## src/rtl/alu_pkg.sv

```systemverilog
// Shared ALU definitions: FSM state encoding, MODE bit positions and the
// accumulator width rule used by the multiply-by-constant unit.
package alu_pkg;

  typedef enum logic [1:0] {
    S_IDLE = 2'd0,
    S_CALC = 2'd1,
    S_DONE = 2'd2
  } state_e;

  localparam int MODE_SIGNED = 0;
  localparam int MODE_SAT    = 1;

  // One extra accumulator bit per processed FACTOR bit keeps every partial sum exact.
  function automatic int acc_width(input int width, input int factor_width);
    return width + factor_width;
  endfunction

endpackage

```

## src/rtl/sat_overflow_chk.sv

```systemverilog
// Range check of the exact product against the result width, producing the
// wrapped or saturated result and the overflow flag.
module sat_overflow_chk
  import alu_pkg::*;
#(
  parameter int ACC_W     = 9,
  parameter int OUT_WIDTH = 9
) (
  input  logic [ACC_W-1:0]     product_i,
  input  logic                 signed_i,
  input  logic                 saturate_i,
  output logic [OUT_WIDTH-1:0] f_next_o,
  output logic                 of_next_o
);

  generate
    if (OUT_WIDTH >= ACC_W) begin : g_wide
      // Every product fits, so only the extension kind matters.
      always_comb begin
        if (signed_i) begin
          f_next_o = OUT_WIDTH'($signed(product_i));
        end else begin
          f_next_o = OUT_WIDTH'(product_i);
        end
        of_next_o = 1'b0;
      end
    end else begin : g_narrow
      logic [ACC_W-OUT_WIDTH:0] upper_s;
      logic                     ovf_s;
      logic [OUT_WIDTH-1:0]     sat_s;

      // upper_s spans the result MSB and all discarded bits; a signed value fits
      // only when they all equal the sign, an unsigned one when the discarded bits are zero.
      always_comb begin
        upper_s = product_i[ACC_W-1:OUT_WIDTH-1];
        if (signed_i) begin
          ovf_s = !((&upper_s) || !(|upper_s));
          if (product_i[ACC_W-1]) begin
            sat_s = {1'b1, {(OUT_WIDTH-1){1'b0}}};
          end else begin
            sat_s = {1'b0, {(OUT_WIDTH-1){1'b1}}};
          end
        end else begin
          ovf_s = |upper_s[ACC_W-OUT_WIDTH:1];
          sat_s = {OUT_WIDTH{1'b1}};
        end
        of_next_o = ovf_s;
        if (ovf_s && saturate_i) begin
          f_next_o = sat_s;
        end else begin
          f_next_o = product_i[OUT_WIDTH-1:0];
        end
      end
    end
  endgenerate

endmodule

```

## src/rtl/multiplicador_constante_seq.sv

```systemverilog
// Sequential multiply-by-constant: one FACTOR bit per cycle by shift-and-add,
// valid/ready on both sides, signed/unsigned and wrap/saturate result modes.
module multiplicador_constante_seq
  import alu_pkg::*;
#(
  parameter int WIDTH        = 6,
  parameter int OUT_WIDTH    = 9,
  parameter int FACTOR       = 5,
  parameter int FACTOR_WIDTH = 3
) (
  input  logic                 CLK,
  input  logic                 RST_N,
  input  logic [WIDTH-1:0]     A,
  input  logic [1:0]           MODE,
  input  logic                 IN_VALID,
  output logic                 IN_READY,
  output logic [OUT_WIDTH-1:0] F,
  output logic                 OF,
  output logic                 OUT_VALID,
  input  logic                 OUT_READY
);

  localparam int ACC_W = acc_width(WIDTH, FACTOR_WIDTH);
  localparam int CNT_W = $clog2(FACTOR_WIDTH + 1);
  localparam logic [FACTOR_WIDTH-1:0] FACTOR_BITS = FACTOR_WIDTH'(FACTOR);
  localparam logic [CNT_W-1:0] CNT_LAST = CNT_W'(FACTOR_WIDTH - 1);

  state_e                  state_q;
  logic [ACC_W-1:0]        a_q;
  logic [FACTOR_WIDTH-1:0] fbits_q;
  logic [1:0]              mode_q;
  logic [ACC_W-1:0]        acc_q;
  logic [ACC_W-1:0]        acc_d;
  logic [CNT_W-1:0]        cnt_q;
  logic                    in_ready_q;
  logic                    out_valid_q;
  logic [OUT_WIDTH-1:0]    f_q;
  logic                    of_q;

  logic [ACC_W-1:0]        a_ext_s;
  logic [OUT_WIDTH-1:0]    f_next_s;
  logic                    of_next_s;

  // Operand extension at acceptance and the next partial sum.
  always_comb begin
    if (MODE[MODE_SIGNED]) begin
      a_ext_s = ACC_W'($signed(A));
    end else begin
      a_ext_s = ACC_W'(A);
    end
    if (fbits_q[0]) begin
      acc_d = acc_q + a_q;
    end else begin
      acc_d = acc_q;
    end
  end

  // Range check runs on acc_d so the result is ready on the final CALC edge.
  sat_overflow_chk #(
    .ACC_W    (ACC_W),
    .OUT_WIDTH(OUT_WIDTH)
  ) u_sat_overflow_chk (
    .product_i (acc_d),
    .signed_i  (mode_q[MODE_SIGNED]),
    .saturate_i(mode_q[MODE_SAT]),
    .f_next_o  (f_next_s),
    .of_next_o (of_next_s)
  );

  // Handshake FSM, shift-and-add datapath and registered outputs.
  always_ff @(posedge CLK or negedge RST_N) begin
    if (!RST_N) begin
      state_q     <= S_IDLE;
      a_q         <= '0;
      fbits_q     <= '0;
      mode_q      <= 2'b00;
      acc_q       <= '0;
      cnt_q       <= '0;
      in_ready_q  <= 1'b1;
      out_valid_q <= 1'b0;
      f_q         <= '0;
      of_q        <= 1'b0;
    end else begin
      case (state_q)
        S_IDLE: begin
          if (IN_VALID) begin
            a_q        <= a_ext_s;
            fbits_q    <= FACTOR_BITS;
            mode_q     <= MODE;
            acc_q      <= '0;
            cnt_q      <= '0;
            in_ready_q <= 1'b0;
            state_q    <= S_CALC;
          end
        end
        S_CALC: begin
          // a_q and fbits_q shift together so bit 0 always pairs with A << cnt_q.
          acc_q   <= acc_d;
          a_q     <= a_q << 1'b1;
          fbits_q <= fbits_q >> 1'b1;
          cnt_q   <= cnt_q + 1'b1;
          if (cnt_q == CNT_LAST) begin
            f_q         <= f_next_s;
            of_q        <= of_next_s;
            out_valid_q <= 1'b1;
            state_q     <= S_DONE;
          end
        end
        S_DONE: begin
          if (OUT_READY) begin
            out_valid_q <= 1'b0;
            in_ready_q  <= 1'b1;
            state_q     <= S_IDLE;
          end
        end
        default: begin
          out_valid_q <= 1'b0;
          in_ready_q  <= 1'b1;
          state_q     <= S_IDLE;
        end
      endcase
    end
  end

  assign IN_READY  = in_ready_q;
  assign OUT_VALID = out_valid_q;
  assign F         = f_q;
  assign OF        = of_q;

endmodule

```

## config.mk

```make
export PLATFORM = sky130hd
export DESIGN_NAME = multiplicador_constante_seq
export DESIGN_NICKNAME = d
export VERILOG_FILES = /design/src/rtl/alu_pkg.sv /design/src/rtl/sat_overflow_chk.sv /design/src/rtl/multiplicador_constante_seq.sv
export SDC_FILE = /design/constraint.sdc
export NUM_CORES = 1
export LEC_CHECK = 0
export CELL_PAD_IN_SITES_DETAIL_PLACEMENT = 0
export CELL_PAD_IN_SITES_GLOBAL_PLACEMENT = 1
export CORE_MARGIN = 1
export CORE_UTILIZATION = 42
export DETAILED_ROUTE_END_ITERATION = 10
export PLACE_DENSITY = 0.87
export SLEW_MARGIN = 5
export SYNTH_ARGS = -nofsm -noshare
export SYNTH_HDL_FRONTEND = slang
export SYNTH_SLANG_ARGS = --single-unit
```

## constraint.sdc

```tcl
create_clock -name CLK -period 2.2 [get_ports CLK]
set_input_delay 0.44 -clock CLK [delete_from_list [all_inputs] [get_ports CLK]]
set_output_delay 0.44 -clock CLK [all_outputs]
set_load 0.01 [all_outputs]
```

Yosys cells after proc, flatten, opt, wreduce, memory -nomap -nowiden --
Index checks and enable logic that the tools add are counted.
Cells by class: add/subtract/negate cells 2, eq/ne operators 6, muxes and demuxes 20, bitwise logic cells 2, reduce and logical (&&, ||, !) cells 7
Operators with widths (count):
- $mux W9 | 4
- $pmux W9 S2 | 2
- $add A9 B9 Y9 | 1
- $reduce_and A3 Y1 | 3
- $mux W2 | 4
- $ne A2 B2 Y1 const B | 3
- $pmux W1 S3 | 2
- $pmux W2 S3 | 1
- $pmux W3 S2 | 1
- $eq A2 B2 Y1 const B | 2
- $mux W1 | 4
- $pmux W2 S2 | 1
- $reduce_and A2 Y1 | 2
- $mux W3 | 1
- $add A2 B1 Y2 const B | 1
- $eq A2 B1 Y1 const B | 1
- $logic_not A2 Y1 | 1
- $not A1 Y1 | 2
- $reduce_bool A2 Y1 | 1
Storage, ports and cells: register bits 36, bits of input ports 12, output and inout bits 12, word-level logic and storage cells 45

Logic depth before layout (Yosys ltp) --
Gate-level depths: netlist of the first run.
depth after elaboration 3, depth in mapped cells 7, depth with buffers taken out 7

Modules after synthesis --
A second synthesis of the first run with hierarchy kept.
Second synthesis, totals: cell total of the unflattened synthesis 201, area total of the unflattened synthesis 2089.5 µm²
Modules (own cells, without submodules):
- multiplicador_constante_seq | times used 1, cells each 190, area each 2010.7 µm², seq. area each 977.2 µm²
- sat_overflow_chk | times used 1, cells each 11, area each 78.8 µm², seq. area each 0.0 µm²

Worst setup path after synthesis of the first run --
No wires, ideal clock.
path type reg2reg, start point register a_q[0], end point register f_q[8], in the netlist F[8], setup time 0.082 ns, arrival 1.882 ns, data required time 2.118 ns, path slack 0.236 ns, stages on the path, launching flop included 8, buffers on the path 0, period minus slack after synthesis 1.964 ns, cell sequence dfrtp_1 ha_1 fa_1 nand3_2 a21oi_2 o21a_1 or4_1 a31oi_1
On the way: longest elaborated chain between the ends 2
Ends and longest elaborated chain:
- from (decl) | RTL line multiplicador_constante_seq.sv:29 | logic [ACC_W-1:0] a_q;
- from (signal assigned) | RTL line multiplicador_constante_seq.sv:87 | a_q <= a_ext_s;
- from (signal assigned) | RTL line multiplicador_constante_seq.sv:99 | a_q <= a_q << 1'b1;
- $add A9 B9 Y9 | RTL line multiplicador_constante_seq.sv:52 | acc_d = acc_q + a_q;
- $mux W9 | RTL line multiplicador_constante_seq.sv:51 | if (fbits_q[0]) begin
- to (signal assigned) | RTL line multiplicador_constante_seq.sv:103 | f_q <= f_next_s;
- to (decl) | RTL line multiplicador_constante_seq.sv:37 | logic [OUT_WIDTH-1:0] f_q;
Every way passes these cells. A chain may end at the register's enable or synchronous reset.

Final worst setup path of the first run --
Ends and elaborated chain as after synthesis.

==> out/metrics.cfg, run 1 <==
[routing]
wire_per_inst_um = 14.0
drt-initial-drc-count = 47
drtAntennaViolNets = 0
drt-total-wl_um = 3860
drt-pass1-iter-count = 4
avgViaCountPerCell = 5.33
drc_errors = 0
via_count = 1466

[worst_setup_path]
crit_path_end_kind = flip-flop
crit_family = adder cells
cp.required_ns = 2.42
worstPathBufferInverterCount = 0
crit_slowest_cell = dfrtp_1
startpoint_type = flip-flop
critPathMaxStageDelay_ns = 0.42
path_max_fanout = 4
critPathKind = reg -> reg
cp_cell_sequence = ha_1 > fa_1 > nand3_2 > a21oi_2 > o21a_1 > or4_1 > a31oi_1
crit_arrival_ns = 2.29

[timing]
skew_ns = 0.00959
rsz0062_at_grt = false
worst_slew_pin_slew_ns = 0.792
setup_tns_ns = 0
max_slew_margin = 0.472
report.final.hold_viol_count = 0
fin_crit_sh = 0.942
fin_crit_ns = 2.07
setup_viol = 0
max_freq_ghz = 0.483
slew_viol_final = 0

[final_layout]
nets = 244
diodes = 0
drive_above_1_share = 0.0942
fillerInstances = 429
syn_to_final_growth_pct = 19.2

[clock_tree]
cts-root-buf = clkbuf_8
cts_tree = built
cts_hold_buffers = 0
cts.sinks = 36
post_cts_buffers = 0
insertion_delay_ns = 0.29
numCtsBuffers = 5
clockBufferDepth = 2
ctsResizeCount = 0
clk_pin_slew_ns = 0.08
h-tree-depth = 2

[grt]
grt.overflow.total = 0
top_usage_layer = met2
grtUsageTotal = 0.179
grt_pass1_vias = 1411
grt_max_degree = 37
grtUsageMet2 = 0.275
antenna_found_initial = 0
grt_use_met1 = 0.250
grt_pass1_wl_um = 6810
met3_usage = 0.0433

[place]
gp_congestion = 0.855
hpwlAfterDp_um = 2740
port_buffers = 21

[floorplan]
start_util = 0.442
fp.dieH_um = 69.9
coreArea_um2 = 4380
ioPinCount = 24
dieArea_um2 = 4890
rows = 24
die_w_um = 69.9

[synth]
ys_seq_elements = 36
synth_compound_area_frac = 0.200
synth_simple_gate_area_frac = 0.172
synth_edf_count = 0
yosys_warnings = 0
synth_area_um2 = 1940
synthMuxAreaShare = 0.0258
ys.flop_type = dfrtp_1
async_flop_share = 1.00
syn_nets = 222
synth_top_family_by_area = compound AO/OA/AOI/OAI gates
synth-adder-area-share = 0.0684
synth_cells = 200
ys_seq_area_frac = 0.465
synth_area_per_cell_um2 = 9.69
synth.distinct_cells = 41
synth_xor_xnor_area_share = 0.0271

[worst_hold_path]
hold_path.class = in -> async

[power]
ir_worst_vdd_v = 0.000836
p_leak_nw = 1.08
p_total_mw = 3.36
power.density_nw_per_um2 = 1460

[run_status]
status = complete, no violations

[flow_run]
max_cap_viol_count = 0

[layout by cell type, fill, tap and decap left out, drive strengths merged, types with 4 or more instances in the layout]
master and count:
dfrtp 35, nand2 29, a21oi 23, clkdlybuf4s50 20
o21ai 19, nor2 11, ha 9, clkbuf 7
buf 6, a22o 5, and3b 5, and3 5
mux2i 5, xnor2 4, nor3 4
[metrics by stage]
step           worst slack [ns]  instance area [µm²]  cells  hold slack [ns]   util
2_1_floorplan             0.236                 1940    200            0.144      -
3_3_place_gp              0.141                 2180    267            0.467  0.498
3_5_place_dp              0.123                 2180    267            0.472  0.498
4_1_cts                   0.121                 2310    275            0.251  0.527
5_1_grt                  0.0339                 2310    275            0.297  0.527
6_report                  0.128                 2310    275            0.227  0.527
[where the power goes]
group / internal (mW) / total, mW / switching (mW)
sequential: 0.934 / 1.15 / 0.214
clock: 0.400 / 0.635 / 0.235
combinational: 0.716 / 1.58 / 0.865
[synthesized netlist by cell type, types with 3 or more instances]
cell / instances / area share
dfrtp_1: 35 / 0.45
nand2_1: 29 / 0.056
a21oi_1: 20 / 0.052
nor2_1: 11 / 0.021
o21ai_0: 10 / 0.026
ha_1: 9 / 0.058
o21ai_1: 8 / 0.021
a22o_1: 5 / 0.023
and3_1: 5 / 0.016
and3b_1: 5 / 0.023
clkbuf_1: 5 / 0.0097
mux2i_1: 5 / 0.026
nor3_1: 4 / 0.010
xnor2_1: 4 / 0.018
a221o_1: 3 / 0.015
buf_4: 3 / 0.012
nand2b_1: 3 / 0.0097
nor2b_1: 3 / 0.0097
o31ai_1: 3 / 0.012
[registers in the layout, indices dropped and copies added (netlist names)]
| signal | cells |
|---|---|
| cnt_q | 2 |
| a_q | 9 |
| OUT_VALID | 1 |
| acc_q | 9 |
| state_q | 2 |
| IN_READY | 1 |
| F | 9 |
| fbits_q | 3 |
[per-layer routing]
metal  vias to the layer above  share of wire
met5                         -              0
met4                         0          0.015
met3                         6          0.045
met2                        30           0.44
met1                       677           0.50
li1                        753              -
[layout make-up]
cell class / instances / area, µm² / share of cell area
timing repair buffer: 26 / 243 / 0.105
multi-input combinational: 150 / 960 / 0.415
tap: 52 / 65.1 / 0.0282
clock buffer: 7 / 96.3 / 0.0417
sequential: 36 / 902 / 0.391
inverter: 3 / 13.8 / 0.00596
clock inverter: 1 / 30.0 / 0.0130
[final timing paths]
check                        from  endpoint  slack [ns]  cells past startpoint
min in group CLK             F[5]      F[5]        0.48                      2
min reg2reg                  F[5]      F[5]        0.48                      2
max                        a_q[0]      F[8]        0.13                      7
max in group asynchronous   RST_N  acc_q[0]        1.47                      1
max reg2reg                a_q[0]      F[8]        0.13                      7
min                         RST_N      F[6]        0.23                      1
[kinds of logic (layout without fill, tap and decap cells)]
| group | after synthesis | count (layout) |
|---|---|---|
| fa+ha+maj | 10 | 10 |
| other cells | 1 | 1 |
| flops | 36 | 36 |
| simple gates | 67 | 67 |
| compound gates | 61 | 61 |
| mux | 5 | 5 |
| xor+xnor | 6 | 6 |
| buf+inv | 14 | 37 |
Power figures use the tool's default switching activity.
==> run 2: changes to the inputs <==
SLEW_MARGIN = default   (was 5)
==> results of run 2 <==
The final DEF is identical to that of run 1; final timing and power are the same.
==> run 3: changes to the inputs <==
REMOVE_ABC_BUFFERS = 1   (was default)
clock period = 2.1 ns   (was 2.2 ns; I/O delays follow)
==> out/metrics.cfg, run 3 (same netlist as run 1, synthesis figures left out) <==
[run_status]
status = complete, no violations

[grt]
grt.overflow.total = 0
grt_pass1_vias = 1475
grtUsageTotal = 0.177
grt_max_degree = 37
antenna_found_initial = 0
grt_pass1_wl_um = 6820

[floorplan]
fp.dieH_um = 69.9
start_util = 0.442
dieArea_um2 = 4890
ioPinCount = 24
rows = 24
coreArea_um2 = 4380
die_w_um = 69.9

[power]
p_total_mw = 3.40
power.density_nw_per_um2 = 1480
p_leak_nw = 1.07
ir_worst_vdd_v = 0.000639

[worst_setup_path]
crit_family = adder cells
worstReg2RegStart = a_q[0]
path_max_fanout = 4
crit_slowest_cell = or4_1
critPathMaxStageDelay_ns = 0.39
ff2ff_setup_slack_ns = 0.12
cp.depth = 7
worstSetupEndpoint = F[8]
critPathKind = reg -> reg
r2r_end = F[8]
startpoint_type = flip-flop
crit_path_end_kind = flip-flop
cp.required_ns = 2.31
crit_arrival_ns = 2.19
r2r.worst_path.cells = 7
worstPathBufferInverterCount = 0
critPathLaunch = a_q[0]
cp_cell_sequence = ha_1 > fa_2 > nand3_2 > a21oi_2 > o21a_1 > or4_1 > a31oi_1

[routing]
drtAntennaViolNets = 0
avgViaCountPerCell = 5.44
via_count = 1511
drt-total-wl_um = 3850
drt-initial-drc-count = 65
wire_per_inst_um = 13.8
drt-pass1-iter-count = 6
drc_errors = 0

[timing]
report.final.hold_viol_count = 0
max_freq_ghz = 0.505
setup_viol = 0
max_slew_margin = 0.481
setup_tns_ns = 0
slew_viol_final = 0
whs_ns = 0.209
worst_slew_pin_slew_ns = 0.778
fin_crit_sh = 0.942
skew_ns = 0.00521
fin_crit_ns = 1.98
rsz0062_at_grt = false

[final_layout]
postLayoutCoreUtil = 0.524
drive_above_1_share = 0.102
final_cells = 278
syn_to_final_growth_pct = 18.6
nets = 247
layout_commonest_cell = dfrtp_1
diodes = 0
layout_common_cells = dfrtp_1, nand2_1, a21oi_1, clkdlybuf4s50_1, nor2_1

[clock_tree]
numCtsBuffers = 5
cts-root-buf = clkbuf_8
cts.sinks = 36
insertion_delay_ns = 0.28
clk_pin_slew_ns = 0.07
post_cts_buffers = 0
cts_tree = built
clockBufferDepth = 2
h-tree-depth = 2
cts_hold_buffers = 0

[place]
gp_congestion = 0.824
port_buffers = 21
hpwlAfterDp_um = 2790
dp.cells = 270

[flow_run]
max_cap_viol_count = 0

[worst_hold_path]
hold_path.class = in -> async

==> run 3: routing by layer <==
layer / up-vias / part of all wire / global-route usage
met4: 0 / 0.016 / 0.0667
met1: 699 / 0.49 / 0.247
met3: 8 / 0.058 / 0.0462
li1: 758 / - / -
met2: 46 / 0.43 / 0.265
met5: - / 0 / 0
==> run 3: metrics by stage <==
step / setup slack (ns) / cell area, µm²
4_1_cts: 0.0493 / 2300
6_report: 0.121 / 2300
3_3_place_gp: 0.0863 / 2210
5_1_grt: 0.0261 / 2300
3_5_place_dp: 0.0633 / 2210
2_1_floorplan: 0.136 / 1880
==> run 3: worst register-to-register path: cells and delay by family (launching register included) <==
family	cells	cell delay [ns]
AND/OR/NAND/NOR	2	0.48
adder cells (fa/ha/maj)	2	0.60
AO/OA/AOI/OAI	3	0.43
flip-flops	1	0.38
==> run 3: how the worst min path moves through the flow <==
stage	endpoint	slack [ns]	cells past startpoint
final	F[7]	0.21	1
after global routing	F[5]	0.29	1
after CTS	F[7]	0.25	1
after detailed placement	F[2]	0.47	2
after global placement	F[2]	0.47	2
after floorplan	F[0]	0.12	0
==> run 3: layout make-up <==
cell class | instances | area, µm²
inverters | 3 | 13.8
fillers | 420 | 2090
multi-input cells | 150 | 962
flip-flops and latches | 36 | 902
well taps | 52 | 65.1
repair buffers | 29 | 265
clock buffers | 8 | 90.1
==> run 3: report_power, final <==
group / leakage (nW) / internal [mW] / switching, mW
Clock: 0.0455 / 0.268 / 0.242
Combinational: 0.565 / 0.768 / 0.922
Sequential: 0.458 / 0.979 / 0.216
==> run 3: timing repair <==
action	in CTS	in global routing
gates resized for setup	0	1
setup endpoints to repair	0	2
hold endpoints to repair	0	0
